--- config.mk ---
export PLATFORM = sky130hd
export DESIGN_NAME = spike_rate_monitor
export DESIGN_NICKNAME = d
export VERILOG_FILES = /design/src/rtl/spike_rate_monitor.sv
export SDC_FILE = /design/constraint.sdc
export NUM_CORES = 1
export LEC_CHECK = 0
export ABC_AREA = 1
export CAP_MARGIN = 0
export CORE_UTILIZATION = 42
export DETAILED_ROUTE_END_ITERATION = 12
export PLACE_DENSITY = 0.6
export SYNTH_ARGS = -nofsm -noshare
export SYNTH_HDL_FRONTEND = slang
export SYNTH_SLANG_ARGS = --single-unit
--- constraint.sdc ---
create_clock -name clk -period 2.3 [get_ports clk]
set_clock_uncertainty 0.05 [all_clocks]
set_input_delay 0.23 -clock clk [delete_from_list [all_inputs] [get_ports clk]]
set_output_delay 0.23 -clock clk [all_outputs]
set_load 0.005 [all_outputs]
--- src/rtl/spike_rate_monitor.sv ---
// spike_rate_monitor: counts spike rising edges over a programmable window of
// clock cycles, latches the per-window rate, flags accumulator saturation and
// drives a single hex 7-segment digit showing min(rate, 15).
module spike_rate_monitor #(
  parameter int unsigned WIN_W = 16,
  parameter int unsigned CNT_W = 8
) (
  input  logic             clk,
  input  logic             reset,
  input  logic             spike_in,
  input  logic             count_en,
  input  logic [WIN_W-1:0] window_len,
  output logic [CNT_W-1:0] rate_out,
  output logic             rate_valid,
  output logic             overflow,
  output logic [6:0]       seg_out
);

  localparam logic [CNT_W-1:0] ACC_MAX  = '1;
  localparam logic [6:0]       SEG_ZERO = 7'b0111111;

  typedef enum logic {IDLE, COUNT} state_t;

  state_t           state_q, state_d;
  logic             spike_prev_q;
  logic [CNT_W-1:0] acc_q, acc_d;
  logic             sat_q, sat_d;
  logic [WIN_W-1:0] win_cnt_q, win_cnt_d;
  logic [WIN_W-1:0] win_lat_q, win_lat_d;
  logic [CNT_W-1:0] rate_q, rate_d;
  logic             valid_q, valid_d;
  logic             ovf_q, ovf_d;
  logic [6:0]       seg_q, seg_d;

  logic             edge_c;
  logic             term_c;
  logic [CNT_W-1:0] acc_inc_c;
  logic             sat_inc_c;
  logic [3:0]       disp_c;

  // Hex digit to active-high segments {g,f,e,d,c,b,a}
  function automatic logic [6:0] seg_decode(input logic [3:0] d);
    logic [6:0] s;
    case (d)
      4'h0: s = 7'b0111111;
      4'h1: s = 7'b0000110;
      4'h2: s = 7'b1011011;
      4'h3: s = 7'b1001111;
      4'h4: s = 7'b1100110;
      4'h5: s = 7'b1101101;
      4'h6: s = 7'b1111101;
      4'h7: s = 7'b0000111;
      4'h8: s = 7'b1111111;
      4'h9: s = 7'b1101111;
      4'hA: s = 7'b1110111;
      4'hB: s = 7'b1111100;
      4'hC: s = 7'b0111001;
      4'hD: s = 7'b1011110;
      4'hE: s = 7'b1111001;
      default: s = 7'b1110001;
    endcase
    return s;
  endfunction

  // Rising-edge detect, saturating accumulate, terminal-cycle detect, display clamp
  assign edge_c    = spike_in & ~spike_prev_q;
  assign term_c    = (win_cnt_q == (win_lat_q - WIN_W'(1)));
  assign acc_inc_c = (edge_c && (acc_q != ACC_MAX)) ? (acc_q + CNT_W'(1)) : acc_q;
  assign sat_inc_c = sat_q | (edge_c & (acc_q == ACC_MAX));
  assign disp_c    = (acc_inc_c > CNT_W'(15)) ? 4'hF : acc_inc_c[3:0];

  // Next-state and window bookkeeping
  always_comb begin
    state_d   = state_q;
    acc_d     = acc_q;
    sat_d     = sat_q;
    win_cnt_d = win_cnt_q;
    win_lat_d = win_lat_q;
    rate_d    = rate_q;
    ovf_d     = ovf_q;
    seg_d     = seg_q;
    valid_d   = 1'b0;
    case (state_q)
      IDLE: begin
        acc_d     = '0;
        sat_d     = 1'b0;
        win_cnt_d = '0;
        if (count_en && (window_len != '0)) begin
          state_d   = COUNT;
          win_lat_d = window_len;
        end
      end
      COUNT: begin
        if (!count_en) begin
          // Partial window discarded; displayed results hold
          state_d   = IDLE;
          acc_d     = '0;
          sat_d     = 1'b0;
          win_cnt_d = '0;
        end else if (term_c) begin
          valid_d   = 1'b1;
          rate_d    = acc_inc_c;
          ovf_d     = sat_inc_c;
          seg_d     = seg_decode(disp_c);
          acc_d     = '0;
          sat_d     = 1'b0;
          win_cnt_d = '0;
          win_lat_d = window_len;
          if (window_len == '0) state_d = IDLE;
        end else begin
          acc_d     = acc_inc_c;
          sat_d     = sat_inc_c;
          win_cnt_d = win_cnt_q + WIN_W'(1);
        end
      end
      default: state_d = IDLE;
    endcase
  end

  // State and output registers, synchronous reset
  always_ff @(posedge clk) begin
    if (reset) begin
      state_q      <= IDLE;
      spike_prev_q <= 1'b0;
      acc_q        <= '0;
      sat_q        <= 1'b0;
      win_cnt_q    <= '0;
      win_lat_q    <= '0;
      rate_q       <= '0;
      valid_q      <= 1'b0;
      ovf_q        <= 1'b0;
      seg_q        <= SEG_ZERO;
    end else begin
      state_q      <= state_d;
      spike_prev_q <= spike_in;
      acc_q        <= acc_d;
      sat_q        <= sat_d;
      win_cnt_q    <= win_cnt_d;
      win_lat_q    <= win_lat_d;
      rate_q       <= rate_d;
      valid_q      <= valid_d;
      ovf_q        <= ovf_d;
      seg_q        <= seg_d;
    end
  end

  assign rate_out   = rate_q;
  assign rate_valid = valid_q;
  assign overflow   = ovf_q;
  assign seg_out    = seg_q;

endmodule

==> reports/summary.txt <==
status: completed
Synth Area per Inst: 6.16 um2
Via-to-Cell Ratio: 4.80
design area: 5060 um2
Initial Util: 43.5%
worst relative slew slack: 73.7%
gr usage total: 21.3%
CTS Buf Count: 9
Max-Cap Viols: 0
switching pwr: 803 uW
Mapped Nets: 646
hold_buf cts: 0
vias in the first global route: 3656
critical path class: flip-flop to flip-flop
Slew @ Worst Pin: 391 ps
Clock Sinks: 60
Area Overhead vs Synth: 33.3%
Die Ht: 97.1 um
Peak VDD IR: 269 uV
Overflow after GRT: 0
Max clock buf depth: 2
vias: 3915
Cell Rows: 34
Clock Power Share: 37.3%
most frequent cells in the layout: nand2_1 (169), nor2_1 (87), inv_1 (80), nand3_1 (61), dfxtp_1 (55)
WL/cell: 11.9 um
Top Metal Used: met4
dpl cell area: 4580 um2
drt total wl: 9710 um
fmax: 456 MHz
share of power burned in registers: 41.2%
Diodes inserted: 0
Post-DRT Antenna Nets: 0
Comb power frac: 21.6%
Die Area: 9430 um2
final net count: 733
DRC: 0
Static Leak: 2.39 nW
DRT iter0 DRCs: 144
met3 routed wirelength: 307 um
pwr dens: 526 nW/um2
Pint: 1.86 mW
largest net degree at the start of global routing: 33
most common cell after layout, fill and taps aside: nand2_1
Fin. Hold Viols: 0
Critical Path End Type: flip-flop
Syn Std Cell Area: 3800 um2
core region area: 8720 um2
share of cells above drive strength 1: 18.4%
Mapped Cells: 616
sw frac: 30.2%
IO Port Bufs: 36
first-pass iteration count of the detailed router: 4
Synth cell types: 30
Metal-1 WL: 4350 um
Reg clk slew, reported paths: 70 ps
CP Max Fanout: 4
die extent in x: 97.1 um
CTS tree: yes
Startpoint Class: flip-flop
first-pass GRT wire length: 16400 um
DP Wirelength: 7210 um
Final Setup Violations: 0
multi-input logic area: 2360 um2
Seq. cell area: 1210 um2
Required @ worst endpoint: 2480 ps
initial antenna violation count: 0
Worst EP arrival: 2380 ps
GP Congestion: 0.977
fillers: 825
metal2 WL: 4930 um
Final Cycle Share: 95.5%
max-slew violations: 0
Synth Warn #: 0
fin crit period: 2200 ps
Hold/Removal Path Class: flip-flop to flip-flop
post-synthesis sequential area ratio: 31.6%
Ports: 37
clk_lat worst skew: 340 ps
CTS H-tree depth: 3
#FFs+latches synth: 60
worst hold margin: 424 ps
Clock Tree Root: clkbuf_8
worst paths after layout:
check	cells after the start	from	endpoint	slack, ps
min	2	seg_out[2]	seg_out[2]	420
max	17	acc_q[0]	seg_out[0]	100
min reg2reg	2	seg_out[2]	seg_out[2]	420
max reg2reg	17	acc_q[0]	seg_out[0]	100
timing repair:
| item | CTS | global route |
|---|---|---|
| setup buffers | 10 | 4 |
| gates resized for setup | 13 | 39 |
| pin swaps | 5 | 15 |
| hold endpoints to repair | 0 | 0 |
| setup endpoints to repair | 7 | 50 |
Yosys cell counts:
cell type / number / area, um2
nand3_4: 1 / 17.5
o21ai_1: 1 / 5.00
nor2_1: 98 / 368
nand4_1: 10 / 62.6
buf_6: 3 / 33.8
nor3b_1: 1 / 7.51
nor2_2: 5 / 31.3
nor3_1: 7 / 35.0
nand3b_1: 5 / 37.5
o21ai_2: 1 / 8.76
nand2_2: 4 / 25.0
nand2_1: 177 / 664
inv_1: 84 / 315
xnor2_1: 7 / 61.3
nand3_1: 63 / 315
nor4_1: 4 / 25.0
buf_2: 3 / 15.0
a21oi_1: 28 / 140
inv_2: 3 / 11.3
nand3_2: 2 / 20.0
dfxtp_1: 60 / 1200
or2_2: 2 / 12.5
o21ai_0: 7 / 35.0
clkbuf_1: 8 / 30.0
ha_1: 10 / 125
buf_4: 2 / 15.0
clkinv_1: 1 / 3.75
o211ai_1: 1 / 7.51
xor2_1: 14 / 123
nor2_4: 4 / 45.0
cell type report:
cell class	count	area share, %
inverter	88	6.70
multi-input combinational	452	46.6
clock inverter	4	0.939
sequential	60	23.8
timing repair buffer	92	16.2
tap	108	2.67
clock buffer	12	3.06
per-layer routing:
layer,vias up,GRT usage (%)
li1,2086,-
met1,1758,25.0
met2,60,38.6
met3,11,4.68
met4,0,6.31
met5,-,0
state kept, by name (all words and copies together) (netlist names):
name and flops:
acc_q 8, overflow 1, rate_out 8, rate_valid 1
sat_q 1, seg_out 7, spike_prev_q 1, state_q 1
win_cnt_q 16, win_lat_q 16
critical path, stage by stage (launching register included):
cell and delay, ps:
dfxtp_2 360, ha_4 150, nand3_4 80, inv_4 70, buf_4 100, nand3_1 80, nand2_1 80, nand2_1 110
nor2_4 170, nand2_4 90, nor2_4 100, buf_4 140, ha_1 170, nand2_1 70, nand3_1 80, nand2_1 50
nand2_1 60, nand2_1 50
power by group through the flow:
stage	logic [mW]	clock network, mW	registers [mW]
after floorplan	0.373	0	1.11
after global placement	0.513	0	1.12
after detailed placement	0.520	0	1.12
after CTS	0.534	1.03	1.09
after global routing	0.649	1.07	1.10
final	0.575	0.992	1.10
cells by family after synthesis:
kind of cell	Yosys count	synth area share, %
compound gates	38	5.17
xor+xnor	21	4.84
fa+ha+maj	10	3.29
buf+inv	104	11.2
flops	60	31.6
simple gates	383	43.9
through the flow:
step	power [mW]	instances	setup slack, ps	TNS, ps	util, %
global placement	1.63	787	-80.8	-392	52.5
detailed placement	1.64	787	-142	-716	52.5
CTS	2.66	813	0.536	0	56.2
floorplan	1.48	616	0.569	0	-
finish	2.66	816	105	0	58.1
global route	2.82	816	-25.2	-145	58.1
Power figures use the tool's default switching activity.
